### config.mk
export PLATFORM = sky130hd
export DESIGN_NAME = instr_sequencer
export DESIGN_NICKNAME = d
export VERILOG_FILES = /design/src/rtl/coproc_pkg.sv /design/src/rtl/btn_debounce.sv /design/src/rtl/instr_sequencer.sv
export SDC_FILE = /design/constraint.sdc
export NUM_CORES = 1
export LEC_CHECK = 0
export CAP_MARGIN = 20
export CORE_ASPECT_RATIO = 1.1
export CORE_MARGIN = 3
export CORE_UTILIZATION = 59
export DETAILED_ROUTE_END_ITERATION = 12
export DONT_BUFFER_PORTS = 1
export HOLD_SLACK_MARGIN = 0.1
export PLACE_DENSITY = 0.77
export SLEW_MARGIN = 5
export SYNTH_ARGS = -nofsm -noshare
export SYNTH_HDL_FRONTEND = slang
export SYNTH_SLANG_ARGS = --single-unit
### constraint.sdc
create_clock -name clk -period 4.14 [get_ports clk]
set_input_delay 1.035 -clock clk [delete_from_list [all_inputs] [get_ports clk]]
set_output_delay 1.035 -clock clk [all_outputs]
set_load 0.01 [all_outputs]
### src/rtl/coproc_pkg.sv
// Shared definitions for the matrix coprocessor: sequencer state encoding,
// default instruction width and the instruction field layout used to build programs.
package coproc_pkg;

  localparam int unsigned INSTR_W_DEF = 22;

  typedef enum logic [1:0] {
    ST_IDLE  = 2'd0,
    ST_ISSUE = 2'd1,
    ST_GAP   = 2'd2,
    ST_DONE  = 2'd3
  } seq_state_e;

  // Instruction layout: {opcode, matrix select, row, column, data}
  localparam int unsigned OPC_LSB  = 18;
  localparam int unsigned OPC_W    = 4;
  localparam int unsigned MSEL_LSB = 16;
  localparam int unsigned MSEL_W   = 2;
  localparam int unsigned ROW_LSB  = 13;
  localparam int unsigned ROW_W    = 3;
  localparam int unsigned COL_LSB  = 10;
  localparam int unsigned COL_W    = 3;
  localparam int unsigned DAT_LSB  = 0;
  localparam int unsigned DAT_W    = 10;

  function automatic logic [INSTR_W_DEF-1:0] make_instr(
    input logic [OPC_W-1:0]  opc,
    input logic [MSEL_W-1:0] msel,
    input logic [ROW_W-1:0]  row,
    input logic [COL_W-1:0]  col,
    input logic [DAT_W-1:0]  data
  );
    return {opc, msel, row, col, data};
  endfunction

endpackage

### src/rtl/btn_debounce.sv
// Button conditioner: 2-FF synchroniser, stability counter and a one-cycle
// pulse on the accepted released->pressed transition of an active-low button.
module btn_debounce #(
  parameter int unsigned DEBOUNCE_CYCLES = 500000
) (
  input  logic clk,
  input  logic rst_n,
  input  logic btn_n,
  output logic press
);

  localparam int unsigned CW = (DEBOUNCE_CYCLES > 1) ? $clog2(DEBOUNCE_CYCLES) : 1;
  localparam logic [CW-1:0] CNT_MAX = CW'(DEBOUNCE_CYCLES - 1);

  logic          sync1_q;
  logic          sync2_q;
  logic          level_q;
  logic [CW-1:0] cnt_q;

  // Level flips only after DEBOUNCE_CYCLES consecutive samples disagreeing with it
  always_ff @(posedge clk or negedge rst_n) begin
    if (!rst_n) begin
      sync1_q <= 1'b1;
      sync2_q <= 1'b1;
      level_q <= 1'b1;
      cnt_q   <= '0;
      press   <= 1'b0;
    end else begin
      sync1_q <= btn_n;
      sync2_q <= sync1_q;
      press   <= 1'b0;
      if (sync2_q == level_q) begin
        cnt_q <= '0;
      end else if (cnt_q == CNT_MAX) begin
        level_q <= sync2_q;
        cnt_q   <= '0;
        press   <= level_q;
      end else begin
        cnt_q <= cnt_q + CW'(1);
      end
    end
  end

endmodule

### src/rtl/instr_sequencer.sv
// Instruction feeder for the matrix coprocessor: a loadable table issued over
// valid/ready one entry per step press, or as a paced burst in auto mode.
module instr_sequencer
  import coproc_pkg::*;
#(
  parameter int unsigned INSTR_W         = INSTR_W_DEF,
  parameter int unsigned DEPTH           = 8,
  parameter int unsigned DEBOUNCE_CYCLES = 500000,
  parameter int unsigned AUTO_GAP        = 16,
  localparam int unsigned IW = $clog2(DEPTH),
  localparam int unsigned LW = $clog2(DEPTH + 1)
) (
  input  logic               clk,
  input  logic               rst_n,
  input  logic               btn_step_n,
  input  logic               btn_run_n,
  input  logic               mode_auto,
  input  logic               wrap_en,
  input  logic [LW-1:0]      len,
  input  logic               prog_we,
  input  logic [IW-1:0]      prog_addr,
  input  logic [INSTR_W-1:0] prog_data,
  output logic [INSTR_W-1:0] instr_data,
  output logic               instr_valid,
  input  logic               instr_ready,
  output logic [IW-1:0]      idx,
  output logic               busy,
  output logic               done
);

  localparam int unsigned GW = (AUTO_GAP > 1) ? $clog2(AUTO_GAP) : 1;
  localparam logic [GW-1:0] GAP_MAX = GW'(AUTO_GAP - 1);

  seq_state_e        state_q, state_d;
  logic              step_p, run_p;
  logic              auto_q, auto_d;
  logic              stop_q;
  logic [GW-1:0]     gap_q;
  logic [INSTR_W-1:0] mem_q [DEPTH];
  logic [LW-1:0]     len_clamp;
  logic              last, xfer, load_instr;
  logic              valid_d, busy_d, done_d;
  logic [IW-1:0]     idx_d;

  btn_debounce #(.DEBOUNCE_CYCLES(DEBOUNCE_CYCLES)) u_step_db (
    .clk(clk), .rst_n(rst_n), .btn_n(btn_step_n), .press(step_p)
  );
  btn_debounce #(.DEBOUNCE_CYCLES(DEBOUNCE_CYCLES)) u_run_db (
    .clk(clk), .rst_n(rst_n), .btn_n(btn_run_n), .press(run_p)
  );

  assign len_clamp = (len > LW'(DEPTH)) ? LW'(DEPTH) : len;
  assign xfer      = (state_q == ST_ISSUE) && instr_ready;
  assign last      = (idx == IW'(len_clamp - LW'(1)));

  // State register
  always_ff @(posedge clk or negedge rst_n) begin
    if (!rst_n) state_q <= ST_IDLE;
    else        state_q <= state_d;
  end

  // Next state; auto run wins over a simultaneous step press
  always_comb begin
    state_d = state_q;
    auto_d  = auto_q;
    case (state_q)
      ST_IDLE: begin
        if (len_clamp != '0) begin
          if (mode_auto && run_p) begin
            state_d = ST_ISSUE;
            auto_d  = 1'b1;
          end else if (step_p) begin
            state_d = ST_ISSUE;
            auto_d  = 1'b0;
          end
        end
      end
      ST_ISSUE: begin
        if (xfer) begin
          if (last && !wrap_en)       state_d = ST_DONE;
          else if (!auto_q)           state_d = ST_IDLE;
          else if (stop_q || run_p)   state_d = ST_IDLE;
          else                        state_d = ST_GAP;
        end
      end
      ST_GAP: begin
        if (run_p)                 state_d = ST_IDLE;
        else if (gap_q == GAP_MAX) state_d = ST_ISSUE;
      end
      ST_DONE: begin
        if (step_p || run_p) state_d = ST_IDLE;
      end
      default: state_d = ST_IDLE;
    endcase
  end

  // Next values of the registered outputs
  always_comb begin
    valid_d    = (state_d == ST_ISSUE);
    busy_d     = (state_d == ST_ISSUE) || (state_d == ST_GAP);
    done_d     = (state_d == ST_DONE);
    load_instr = (state_q != ST_ISSUE) && (state_d == ST_ISSUE);
    idx_d      = idx;
    if (xfer) begin
      idx_d = last ? '0 : IW'(idx + IW'(1));
    end else if ((state_q == ST_DONE) && (state_d == ST_IDLE)) begin
      idx_d = '0;
    end
  end

  always_ff @(posedge clk or negedge rst_n) begin
    if (!rst_n) begin
      auto_q      <= 1'b0;
      stop_q      <= 1'b0;
      gap_q       <= '0;
      idx         <= '0;
      instr_valid <= 1'b0;
      instr_data  <= '0;
      busy        <= 1'b0;
      done        <= 1'b0;
    end else begin
      auto_q      <= auto_d;
      stop_q      <= (state_d == ST_ISSUE) &&
                     (stop_q || ((state_q == ST_ISSUE) && auto_q && run_p));
      gap_q       <= (state_q == ST_GAP) ? gap_q + GW'(1) : '0;
      idx         <= idx_d;
      instr_valid <= valid_d;
      busy        <= busy_d;
      done        <= done_d;
      if (load_instr) instr_data <= mem_q[idx];
    end
  end

  // Program table; frozen while a program is running
  always_ff @(posedge clk or negedge rst_n) begin
    if (!rst_n) begin
      for (int unsigned i = 0; i < DEPTH; i++) mem_q[i] <= '0;
    end else if (prog_we && ((state_q == ST_IDLE) || (state_q == ST_DONE))) begin
      mem_q[prog_addr] <= prog_data;
    end
  end

endmodule

# == Yosys cells after proc, flatten, opt, wreduce, memory -nomap -nowiden ==
# Index checks and enable logic that the tools add are counted.
# classes
add_sub_neg,5
n_eq_ne,13
reduce_logical,24
bitwise,4
magnitude_cmp,4
mux,32
# op_table
op,count
176-bit bitwise mux,1
19-bit two-way mux,4
22-bit binary-select mux with 3-bit select,1
22-bit demux with 3-bit select,1
22-bit two-way mux,3
19-bit by 1-bit adder with 19-bit output (second input constant),2
19-bit equality test (second input constant),2
2-bit two-way mux,10
1-bit logical AND,10
3-bit two-way mux,3
2-bit equality test (second input constant),4
4-bit greater-or-equal comparator (second input constant),2
4-bit two-way mux,2
3-bit inverter with 4-bit output,2
2-bit one-hot mux with 4 select lines,1
1-bit two-way mux,6
1-bit logical OR,5
4-bit by 1-bit adder with 4-bit output (second input constant),1
2-bit by 1-bit equality test with 1-bit output (second input constant),2
4-bit equality test (second input constant),1
4-bit > comparator (second input constant),1
2-bit logical NOT,2
4-bit by 1-bit less-than comparator with 1-bit output (second input constant),1
2-bit AND reduction,2
other kinds (10),13
# word_totals
in_bits,37
output_inout_bits,28
ff_bits,258
elab_cells,109

# == Depth between registers and ports, before layout ==
# Gate-level depths: netlist (run 1).
# logic_depth
ltp_word,12
ltp_mapped,13

# == Modules after synthesis ==
# A second synthesis (run 1) with hierarchy kept.
# hier_totals
cells_unflattened,844
area_unflattened_um2,11753.8
# modules_own_cells
mod,cells_per_inst,area_each_um2,n_inst
instr_sequencer,624,9509.1,1
btn_debounce,110,1122.3,2

# == Worst setup path after synthesis (run 1) ==
# No wires, ideal clock.
# synth_timing
kind,in2reg
startpoint,input port len[0]
endpoint,register instr_data[13]
path_slack_ns,0.941
required_ns,4.006
arrival_time_ns,3.065
setup_ns,0.134
stages,10
n_path_buf,2
path_cell_list,o21a_1 -> or4_4 -> a22o_1 -> o41ai_1 -> ha_1 -> nand2b_1 -> buf_1 -> clkbuf_1 -> nand2_1 -> o21ai_0
# synth_via
elab_chain_cells,10
elab_cells_between_ends,12
# synth_rtl
element,line_no,text
start: declaration,instr_sequencer.sv:19,"input logic [LW-1:0] len,"
4-bit > comparator,instr_sequencer.sv:52,assign len_clamp = (len > LW'(DEPTH)) ? LW'(DEPTH) : len;
4-bit two-way mux *,instr_sequencer.sv:52,
3-bit by 1-bit subtractor with 3-bit output,instr_sequencer.sv:54,assign last = (idx == IW'(len_clamp - LW'(1)));
3-bit equality test,instr_sequencer.sv:54,
1-bit logical AND,instr_sequencer.sv:80,if (last && !wrap_en) state_d = ST_DONE;
2-bit two-way mux,instr_sequencer.sv:80,
2-bit two-way mux,instr_sequencer.sv:79,if (xfer) begin
2-bit one-hot mux with 4 select lines *,instr_sequencer.sv:66,case (state_q)
via state_d[0],instr_sequencer.sv:34,"seq_state_e state_q, state_d;"
2-bit by 1-bit equality test with 1-bit output *,--,
via valid_d,instr_sequencer.sv:42,"logic valid_d, busy_d, done_d;"
1-bit logical AND *,instr_sequencer.sv:102,load_instr = (state_q != ST_ISSUE) && (state_d == ST_ISSUE);
end signal: assignment,instr_sequencer.sv:130,if (load_instr) instr_data <= mem_q[idx];
end: declaration,instr_sequencer.sv:23,"output logic [INSTR_W-1:0] instr_data,"
# The timed path passes the listed nets; every way through them passes the cells marked *.
# A chain may end at the register's enable or synchronous reset.

# == Final worst setup path (run 1) ==
# layout_timing
startpoint,input port len[0]
endpoint,register instr_data[10]
# The elaborated chain is that of the path after synthesis.

==> results of run 1 <==
power by group:
group	switching (uW)	internal [uW]
Sequential	601	3530
Clock	956	1500
Combinational	895	1470
worst min-delay path by stage:
stage	cells after the start	to	startpoint
after floorplan	0	u_run_db.sync2_q$_DFF_PN1_	u_run_db.sync1_q$_DFF_PN1_
after global placement	0	u_step_db.sync2_q$_DFF_PN1_	u_step_db.sync1_q$_DFF_PN1_
after detailed placement	0	u_step_db.sync2_q$_DFF_PN1_	u_step_db.sync1_q$_DFF_PN1_
after CTS	0	auto_q$_DFFE_PN0P_	rst_n
after global routing	0	mem_q[150]$_DFFE_PN0P_	rst_n
final	0	mem_q[150]$_DFFE_PN0P_	rst_n
cell usage in the layout, fill, tap and decap left out, drive strengths merged, types with 3 or more instances in the layout:
cell type / count
mux2: 178
and3: 7
nand2b: 3
nor3: 7
a22oi: 3
and2: 6
a21oi: 5
mux4: 44
xor2: 23
nand4: 8
nor2: 51
inv: 9
dfrtp: 252
nand2: 39
bufinv: 4
o21ai: 26
mux2i: 22
clkinv: 7
nor3b: 5
dfstp: 6
nor2b: 3
ha: 11
clkbuf: 35
buf: 11
nand3b: 3
nand3: 21
xnor2: 16
sequential cells by signal (all words and copies together), names as in the netlist, 2 cells and up:
signal,cells
gap_q,4
idx,3
instr_data,22
mem_q,176
state_q,2
u_run_db.cnt_q,19
u_step_db.cnt_q,19
through the flow:
step           power [uW]  area, sq um
3_3_place_gp         6310        11800
6_report             8950        12700
4_1_cts              9040        12700
5_1_grt              9430        12700
2_1_floorplan        5970        11600
3_5_place_dp         6560        11800
critical path: cells and delay by family:
| kind | cells | cell delay (ns) |
|---|---|---|
| AND/OR/NAND/NOR | 3 | 1.20 |
| AO/OA/AOI/OAI | 4 | 1.09 |
| adder cells (fa/ha/maj) | 1 | 0.34 |
cells by family (layout without fill, tap and decap cells):
logic type | Yosys count | in the layout | share of synthesized area, %
flops | 258 | 258 | 56.0
mux | 244 | 244 | 27.8
simple gates | 166 | 166 | 7.28
compound gates | 52 | 52 | 2.98
buf+inv | 46 | 68 | 1.80
xor+xnor | 39 | 39 | 2.96
fa+ha+maj | 11 | 11 | 1.19
layout make-up:
type                       instances  area (sq um)  area share (%)
multi-input combinational        512          4890            38.5
clock buffer                      35           736            5.79
sequential                       258          6470            50.9
tap                              247           309            2.43
inverter                           9          33.8           0.266
clock inverter                    13           178            1.40
timing repair buffer              11          95.1           0.748
metal layers:
| metal | up-vias | GRT usage [%] | share of wire (%) |
|---|---|---|---|
| met2 | 163 | 39.9 | 53 |
| met5 | - | 0 | 0 |
| met4 | 0 | 5.03 | 2.0 |
| li1 | 2949 | - | - |
| met1 | 3540 | 28.4 | 40 |
| met3 | 40 | 4.33 | 5.1 |
==> impl_metrics.json, run 1 <==
{
  "area_growth_pct": 10.1,
  "critPathKind": "in2reg",
  "avgRoutedWirePerCell_um": 21.6,
  "r2r_end": "instr_data[10]$_DFFE_PN0P_",
  "rsz0062_at_grt": "false",
  "synth_cells": 816,
  "cp_data_required_time_ns": 4.49,
  "vias": 6692,
  "postCtsHoldBufs": 0,
  "clkSlewWorstSetupHoldPaths_ns": 0.06,
  "rr_startpoint": "state_q[1]$_DFF_PN0_",
  "cts-root-buf": "clkbuf_16",
  "synth.avg_cell_area_sq_um": 14.2,
  "dp.cells": 1037,
  "h-tree-depth": 1,
  "start_util_pct": 60.3,
  "fmax_mhz": 299,
  "yosys.area.top_type": "dfrtp_1",
  "yosysWarnings": 0,
  "timing.critical_path.from": "len[0]",
  "track_usage_pct": 22.3,
  "skew_ns": 0.0135,
  "crit_slowest_cell": "nand2b_2",
  "syn-num-nets": 864,
  "rrSetupSlack_ns": 0.86,
  "drt-initial-drc-count": 439,
  "power-per-cell-area_mw_per_mm2": 704,
  "clock_latency_ns": 0.52,
  "cts_tree": "done",
  "cts-resized-gates": 0,
  "antenna_found_initial": 0,
  "vias_per_cell": 6.17,
  "ff2ff_path_depth": 11,
  "worstSetupEndpoint": "instr_data[10]$_DFFE_PN0P_",
  "rows": 53,
  "hpwl_um": 14200,
  "numCtsBuffers": 26,
  "period_share_pct": 80.7,
  "synth-edff-count": 0,
  "gr-total-overflow": 0,
  "fp.dieH_um": 153,
  "grt_max_degree": 259,
  "grt_pass1_wl_um": 38800,
  "final_util_pct": 66.3,
  "critPathMaxStageDelay_ns": 0.52,
  "period_minus_slack_ns": 3.34,
  "grt_pass1_vias": 7283,
  "irDropWorstVdd_mv": 0.365,
  "synth_area_leaders": "dfrtp_1 (55%), mux2_2 (17%), mux4_2 (8.6%)",
  "synth_cell_types": 58,
  "setup_ws_ns": 0.798,
  "leakage_uw": 0.00550,
  "boundaryPins": 65,
  "crit_fanout": 44,
  "worst_slew_pin_slew_ns": 0.970,
  "place_congestion": 0.840,
  "place_ws_ns": 0.334,
  "drive_above_1_share_pct": 35.6,
  "cts.sinks": 258,
  "synth_most_common_cell": "dfrtp_1",
  "hold_viol_final": 0,
  "synth_top_cells_by_count": "dfrtp_1 (252), mux2_2 (178), nor2_1 (51)",
  "synth_ff_type": "dfrtp_1",
  "yosysSeqAreaShare_pct": 56.0,
  "setup_viol": 0,
  "post_cts_buffers": 0,
  "synth_top_area_share_pct": 54.6,
  "postRouteWirelength_um": 23400,
  "drv_slew": 0,
  "slew_headroom_pct": 34.9,
  "hold_ws_ns": 0.220,
  "die_x_um": 139,
  "fin_nets": 866,
  "cp-end-kind": "register",
  "cp-start-kind": "input pin",
  "ant_nets": 0,
  "fillerInstances": 1324,
  "die-area_sq_mm": 0.0213,
  "fin_tns_setup_ns": 0,
  "outcome": "complete, no violations",
  "drc_errors": 0,
  "antenna_cells": 0,
  "final_cells": 1085,
  "synth_area_sq_mm": 0.0116,
  "cts_buffer_depth": 3,
  "async_flop_share_pct": 100,
  "crit_chain": "o21a_1, or4_4, a22o_1, o41ai_1, ha_1, nand2b_2, nand2_1, o21ai_0",
  "numPortBuffers": 0,
  "core_sq_mm": 0.0192,
  "synth.ff_latch_count": 258,
  "hold_path_class": "in2async",
  "dr.pass1.iters": 5,
  "worst_ep_arrival_time_ns": 3.69,
  "cap_violations": 0
}
(Power assumes the default switching activity.)
==> inputs of run 2 (changes only) <==
- CORE_UTILIZATION: 59 -> 57
- clock period: 4.14 -> 2.95 ns (I/O delays scaled with it)
==> run 2 against run 1 <==
The flow now finishes with violations (negative hold slack). First-iteration DRC count is 21% lower. Non-clock buffer count increased by 3. Register-to-register slack lost 0.57 ns. Worst hold slack worse by 0.31 ns. Clock skew up 0.011 ns. Flip-flop and latch count did not move. Sequential power rose by 41%.
==> impl_metrics.json, run 2 (synthesis gave the netlist of run 1 again) <==
{
  "outcome": "finished, violations left",
  "violations": "negative hold slack",
  "drive_above_1_share_pct": 36.0,
  "fp.dieH_um": 155,
  "gr-total-overflow": 0,
  "fmax_mhz": 376,
  "cts-resized-gates": 0,
  "worst_ep_arrival_time_ns": 3.07,
  "numPortBuffers": 0,
  "grt_max_degree": 259,
  "boundaryPins": 65,
  "cp_data_required_time_ns": 3.36,
  "irDropWorstVdd_mv": 0.720,
  "rows": 53,
  "final_util_pct": 65.6,
  "worst_slew_pin_slew_ns": 0.938,
  "postRouteWirelength_um": 23200,
  "dp.cells": 1040,
  "cts.sinks": 258,
  "cap_violations": 0,
  "numCtsBuffers": 27,
  "antenna_found_initial": 0,
  "power-per-cell-area_mw_per_mm2": 995,
  "cts_buffer_depth": 3,
  "critPathKind": "reg2reg",
  "setup_ws_ns": 0.293,
  "area_growth_pct": 10.8,
  "hold_viol_final": 202,
  "leakage_uw": 0.00555,
  "crit_chain": "inv_1, ha_1, o41a_2, o21ai_0, and2_1, o32a_1, o41ai_1, ha_1, nand2b_2, buf_12, o21ai_0",
  "antenna_cells": 0,
  "layout_common_cells": "dfrtp_1 (250), mux2_2 (178), nor2_1 (50), mux4_2 (44), nand2_1 (38)",
  "die-area_sq_mm": 0.0220,
  "rsz0062_at_grt": "false",
  "largest_reg_flops": 176,
  "rrSetupSlack_ns": 0.29,
  "track_usage_pct": 21.6,
  "ant_nets": 0,
  "drv_slew": 0,
  "reg_top3": "mem_q (176), instr_data (22)",
  "top_register": "mem_q",
  "skew_ns": 0.0247,
  "vias": 6640,
  "grt_pass1_vias": 7332,
  "hold_path_class": "in2async",
  "fin_nets": 870,
  "post_cts_buffers": 0,
  "place_congestion": 0.809,
  "grt_pass1_wl_um": 38500,
  "clock_latency_ns": 0.53,
  "crit_slowest_cell": "dfrtp_1",
  "start_util_pct": 59.2,
  "cp-start-kind": "register",
  "hpwl_um": 14000,
  "h-tree-depth": 1,
  "core_sq_mm": 0.0195,
  "slew_headroom_pct": 37.4,
  "die_x_um": 142,
  "fin_tns_setup_ns": 0,
  "cp-end-kind": "register",
  "place_ws_ns": -0.0539,
  "period_minus_slack_ns": 2.66,
  "final_cells": 1088,
  "cts-root-buf": "clkbuf_16",
  "setup_viol": 0,
  "layout_commonest_cell": "dfrtp_1",
  "period_share_pct": 90.1,
  "avgRoutedWirePerCell_um": 21.4,
  "drc_errors": 0,
  "dr.pass1.iters": 4,
  "drt-initial-drc-count": 345,
  "crit_fanout": 44,
  "hold_ws_ns": -0.0923,
  "cts_tree": "done",
  "vias_per_cell": 6.10,
  "critPathMaxStageDelay_ns": 0.42,
  "clkSlewWorstSetupHoldPaths_ns": 0.06
}
-- run 2: area by class of cell --
class	instances	area [sq um]
fillers	1355	6700
repair buffers	14	130
multi-input cells	512	4890
inverters	9	33.8
well taps	247	309
flip-flops and latches	258	6470
clock buffers	39	811
clock inverters	9	148
-- run 2: per-stage QoR --
| step | total power [uW] | instance area (sq um) |
|---|---|---|
| after floorplan | 8370 | 11600 |
| final | 12700 | 12800 |
| after detailed placement | 9210 | 11800 |
| after CTS | 12800 | 12800 |
| after global routing | 13400 | 12800 |
| after global placement | 8880 | 11800 |
-- run 2: critical path: cells and delay by family (launching register included) --
kind / cells / cell delay (ns)
flip-flops: 1 / 0.42
buffers and inverters: 2 / 0.31
AND/OR/NAND/NOR: 2 / 0.29
adder cells (fa/ha/maj): 2 / 0.64
AO/OA/AOI/OAI: 5 / 0.89
-- run 2: layer usage --
layer	global-route usage (%)	up-vias	routed length [um]
met5	0	-	0
met4	5.26	0	430
met3	4.37	37	1150
met2	39.2	153	12400
met1	26.6	3480	9260
li1	-	2970	-
-- run 2: power by group --
| group | leakage, uW | total [uW] | internal, uW | switching, uW |
|---|---|---|---|---|
| registers | 0.00317 | 5810 | 4950 | 861 |
| clock network | 0.000473 | 3570 | 2240 | 1330 |
| logic | 0.00190 | 3350 | 2090 | 1260 |
| total | 0.00555 | 12700 | 9280 | 3450 |
-- run 2: path summary, 6_finish.rpt --
path | from | endpoint | depth (start not counted)
setup / recovery | state_q[0]$_DFF_PN0_ | instr_data[7]$_DFFE_PN0P_ | 11
hold / removal | rst_n | mem_q[63]$_DFFE_PN0P_ | 0
setup reg to reg | state_q[0]$_DFF_PN0_ | instr_data[7]$_DFFE_PN0P_ | 11
hold reg to reg | u_step_db.sync1_q$_DFF_PN1_ | u_step_db.sync2_q$_DFF_PN1_ | 0
max in group asynchronous | rst_n | mem_q[143]$_DFFE_PN0P_ | 0
min in group clk | btn_step_n | u_step_db.sync1_q$_DFF_PN1_ | 0
==> RTL change 1, RTL diff (settings of run 2) <==
Make the reset (`rst_n`) synchronous in 4 clocked blocks.
--- a/src/rtl/btn_debounce.sv
+++ b/src/rtl/btn_debounce.sv
@@ -19,5 +19,5 @@
 
   // Level flips only after DEBOUNCE_CYCLES consecutive samples disagreeing with it
-  always_ff @(posedge clk or negedge rst_n) begin
+  always_ff @(posedge clk) begin
     if (!rst_n) begin
       sync1_q <= 1'b1;
--- a/src/rtl/instr_sequencer.sv
+++ b/src/rtl/instr_sequencer.sv
@@ -55,5 +55,5 @@
 
   // State register
-  always_ff @(posedge clk or negedge rst_n) begin
+  always_ff @(posedge clk) begin
     if (!rst_n) state_q <= ST_IDLE;
     else        state_q <= state_d;
@@ -109,5 +109,5 @@
   end
 
-  always_ff @(posedge clk or negedge rst_n) begin
+  always_ff @(posedge clk) begin
     if (!rst_n) begin
       auto_q      <= 1'b0;
@@ -133,5 +133,5 @@
 
   // Program table; frozen while a program is running
-  always_ff @(posedge clk or negedge rst_n) begin
+  always_ff @(posedge clk) begin
     if (!rst_n) begin
       for (int unsigned i = 0; i < DEPTH; i++) mem_q[i] <= '0;
Function: same outputs for any inputs over 10 cycles, from zero or initial values and one cycle with rst_n low; that may be too few to reach the edited logic, so the function may still have changed.
==> RTL change 1 against run 2 <==
Core utilization shrank 0.093 points; wire length grew 3.1%; fmax up 4.3%; critical path depth down 2; sequential share of layout area is 4.1 points higher; sequential cell count unchanged; synthesized area is 1.6% lower; design area fell by 0.82%; setup slack improved by 0.11 ns; largest cell class unchanged.
Power is not compared: it rests on default switching activity, and its combinational part moved more than twofold at a synthesized area within 25%.
==> RTL change 1: results (changes against run 2) <==
[cells_and_area]
syn2layout_area_growth_pct=11.67  ; was 10.77%
stdcell_count=1132  ; was 1088
final_nets=912  ; was 870

[setup_path]
critical-path-max-stage-delay_ns=0.46  ; was 0.42 ns
ff2ff_setup_slack_ns=0.40  ; was 0.29 ns
r2r-end=instr_data[3]  ; was instr_data[7]
ff2ff_path_depth=9  ; was 11
cp-startpoint=idx[2]  ; was state_q[0]
crit_arrival_ns=2.96  ; was 3.07 ns

[logic_synthesis]
async_flop_share_pct=0  ; was 100.0%
synth.cells.most_frequent=and2_1, edfxtp_1, dfxtp_1, nor2_1, nand2_1  ; was dfrtp_1, mux2_2, nor2_1, mux4_2, nand2_1
syn-num-nets=901  ; was 864
synth_edf_count=176  ; was 0
synth.distinct_cells=52  ; was 58
synth_area_leaders=edfxtp_1, dfxtp_1, and2_1, mux4_2, mux2i_1  ; was dfrtp_1, mux2_2, mux4_2, mux2i_1, xor2_1

[timing]
fin_hold_ws_ns=0.3027  ; was -0.09233 ns
period_needed_ns=2.548  ; was 2.657 ns

[place]
gp_congestion=0.8086  ; was 0.8093
hpwl_mm=14.58  ; was 14.00 mm
placed_cell_area_sq_um=11730  ; was 11840 sq um
dp_slack_ns=0.01454  ; was -0.05391 ns

[detailed_routing]
finalWirelength_mm=23.98  ; was 23.25 mm
drt_iter0_markers=483  ; was 345
drtPass1Iterations=5  ; was 4

[status]
status=finished, final reports clean  ; was finished with violations

[grt]
grt_pass1_wl_mm=37.78  ; was 38.54 mm
grt_pass1_vias=6939  ; was 7332
grt_max_degree=56  ; was 259
grt_usage_pct=22.26  ; was 21.65%

[power_and_ir_drop]
p_total_mw=7.796

[RTL change 1: layer usage]
metal / vias up / wire, um / share of wire, % / GRT usage (%)
met5: - / 0 / 0 / 0
li1: 3079 / - / - / -
met2: 245 / 12220 / 51 / 38.12
met4: 0 / 430 / 1.8 / 5.215
met1: 3380 / 9486 / 40 / 29.58
met3: 43 / 1845 / 7.7 / 4.417
[RTL change 1: area by class of cell]
class                   instances  share of cell area, %
flip-flops and latches        258                  54.63
multi-input cells             541                  33.40
clock buffers                  39                  6.320
well taps                     247                  2.435
repair buffers                 26                  1.637
clock inverters                11                  1.282
inverters                      10                 0.2958
[RTL change 1: cells by family (layout without fill, tap and decap cells)]
family / count (synthesis) / in the layout / share of synthesized area [%]
xor gates and xnor gates: 39 / 39 / 3.006
muxes: 68 / 68 / 10.83
AOI/OAI and AO/OA: 55 / 55 / 4.030
buffers and inverters: 54 / 86 / 2.059
and+or+nand+nor: 368 / 368 / 17.90
DFF: 258 / 258 / 60.96
adders and majority gates: 11 / 11 / 1.211
==> RTL change 2, RTL diff (flow settings as in run 2) <==
Without the edit above. The parameter `DEPTH` goes from 8 to 16.
--- a/src/rtl/instr_sequencer.sv
+++ b/src/rtl/instr_sequencer.sv
@@ -5,5 +5,5 @@
 #(
   parameter int unsigned INSTR_W         = INSTR_W_DEF,
-  parameter int unsigned DEPTH           = 8,
+  parameter int unsigned DEPTH           = 16,
   parameter int unsigned DEBOUNCE_CYCLES = 500000,
   parameter int unsigned AUTO_GAP        = 16,
Interface: changed (resized idx, len and prog_addr); port bits go from 65 to 68. The function was not compared with the original's and may differ.
==> RTL change 2 against run 2 <==
The flow still finishes with violations (negative hold slack); design area rose by 70%; wire length rose by 79%; critical path depth rose by 1; sequential cell count rose by 177; synthesized area rose by 70%; core utilization fell by 1.0 points; sequential share of layout area fell by 0.38 points; worst hold slack got worse by 0.0081 ns; setup slack got worse by 0.16 ns; power rose by 74%.
==> RTL change 2: results (changes against run 2) <==
[cells_and_area]
drive_gt1_share_pct=44.33  ; was 36.03%
diodes=0  ; unchanged
top_regs=mem_q x352, instr_data x22  ; was mem_q x176, instr_data x22

[place]
hpwl_mm=22.58  ; was 14.00 mm
dp_slack_ns=-0.6022  ; was -0.05391 ns
gp_congestion=0.7844  ; was 0.8093
placed_cell_area_sq_um=20210  ; was 11840 sq um
io_buffers=0  ; unchanged

[status]
status=finished with violations  ; unchanged
violations=negative hold slack  ; unchanged

[detailed_routing]
drt_iter0_markers=800  ; was 345
vias_per_cell=6.270  ; was 6.103
drtPass1Iterations=4  ; unchanged
wl_per_cell_um=23.44  ; was 21.37 um

[grt]
grt_usage_pct=22.76  ; was 21.65%
grt_max_degree=436  ; was 259
grt_pass1_wl_mm=65.91  ; was 38.54 mm
grt_pass1_vias=11630  ; was 7332
antenna_found_initial=0  ; unchanged

[hold_path]
hp-class=in -> async  ; unchanged

[logic_synthesis]
ys.warnings.count=0  ; unchanged
ys_seq_area_share_pct=55.42  ; was 55.96%
synth.distinct_cells=49  ; was 58
syn-num-nets=1365  ; was 864
synth.cells.most_frequent=dfrtp_1, mux2_2, mux4_2, nor2_1, clkbuf_1  ; was dfrtp_1, mux2_2, nor2_1, mux4_2, nand2_1
synth_area_leaders=dfrtp_1, mux2_2, mux4_2, a221o_1, mux2i_1  ; was dfrtp_1, mux2_2, mux4_2, mux2i_1, xor2_1
async_flop_share_pct=100.0  ; unchanged

[setup_path]
critical_path.max_fanout=13  ; was 44
ff2ff_path_depth=11  ; unchanged
critical-path-max-stage-delay_ns=0.38  ; was 0.42 ns
crit_arrival_ns=3.23  ; was 3.07 ns
worst_path_max_delay_cell=a221o_1  ; was dfrtp_1
crit_family=simple AND/OR/NAND/NOR gates  ; was compound AO/OA/AOI/OAI gates

[clocking]
numCtsBuffers=45  ; was 27
cts-htree-levels=2  ; was 1
cts.clk_slew.worst_paths_ns=0.06  ; about the same
clock_latency_ns=0.54
cts_buffer_depth=3  ; unchanged
cts_root_buf=clkbuf_16  ; unchanged

[timing]
slew_headroom_pct=34.07  ; was 37.45%
clock_skew_ns=0.01562  ; was 0.02474 ns
finalHoldViolations=165  ; was 202
fin_hold_ws_ns=-0.1005  ; was -0.09233 ns

[floorplanning]
chipWidth_um=183.0  ; was 141.7 um

[power_and_ir_drop]
p_leak_nw=9.790  ; was 5.549 nW
ir_drop_mv=0.8725  ; was 0.7198 mV

[RTL change 2: changes by cell type after synthesis, sizes merged, moves of 24 or more]
cell	run 2	this run
buf	29	56
clkbuf	8	38
dfrtp	252	429
mux2	178	376
mux4	44	88
nor3	7	31
o21ai	26	1
[RTL change 2: area by class of cell]
cell class | count | area, sq um
clock inverter | 13 | 176.4
fill | 2401 | 11900
timing repair buffer | 41 | 382.9
clock buffer | 67 | 1299
inverter | 10 | 37.54
tap | 432 | 540.5
multi-input combinational | 774 | 8391
sequential | 435 | 10900
[RTL change 2: cell families (layout without fill, tap and decap cells)]
kind of cell	count (synthesis)	count (layout)	synth area share, %
xor+xnor	44	44	1.961
buf+inv	104	131	2.298
fa+ha+maj	13	13	0.8276
mux	487	487	32.80
simple gates	188	188	4.762
compound gates	42	42	1.929
flops	435	435	55.42
[RTL change 2: stage by stage]
stage	total power, mW	hold slack [ns]	instances
after global routing	23.44	-0.1216	1772
after floorplan	15.10	0.3452	1313
final	22.21	-0.1005	1772
after CTS	22.25	-0.1088	1771
after detailed placement	16.55	0.3481	1691
after global placement	16.19	0.3485	1690
[RTL change 2: per-layer routing]
metal  global-route usage (%)  share of wire (%)  up-vias
met5                        0                  0        -
li1                         -                  -     4823
met2                    36.29                 48      229
met4                    7.102                3.0        0
met3                    4.349                5.2       76
met1                    32.19                 44     5983
[RTL change 2: path summary, 6_finish.rpt]
check	from	to	slack (ns)
max	len[4]	instr_data[20]	0.13
min	rst_n	mem_q[61]	-0.10
max reg2reg	gap_q[0]	instr_data[20]	0.16
min reg2reg	u_step_db.sync1_q	u_step_db.sync2_q	0.35
max in group asynchronous	rst_n	mem_q[160]	2.51
min in group clk	btn_run_n	u_run_db.sync1_q	0.20
[RTL change 2: what timing repair did]
item,CTS,global route
buffers inserted,0,0
hold endpoints to repair,429,429
gates cloned,0,1
setup endpoints to repair,22,22
resized for setup,1,5
pin swaps,0,0
[RTL change 2: report_power, final]
group	switching, mW	internal [mW]	total, mW	leakage, nW
sequential	1.32	8.50	9.82	5.70
combinational	2.52	4.24	6.75	3.37
clock	2.24	3.39	5.64	0.728
total	6.08	16.1	22.2	9.79
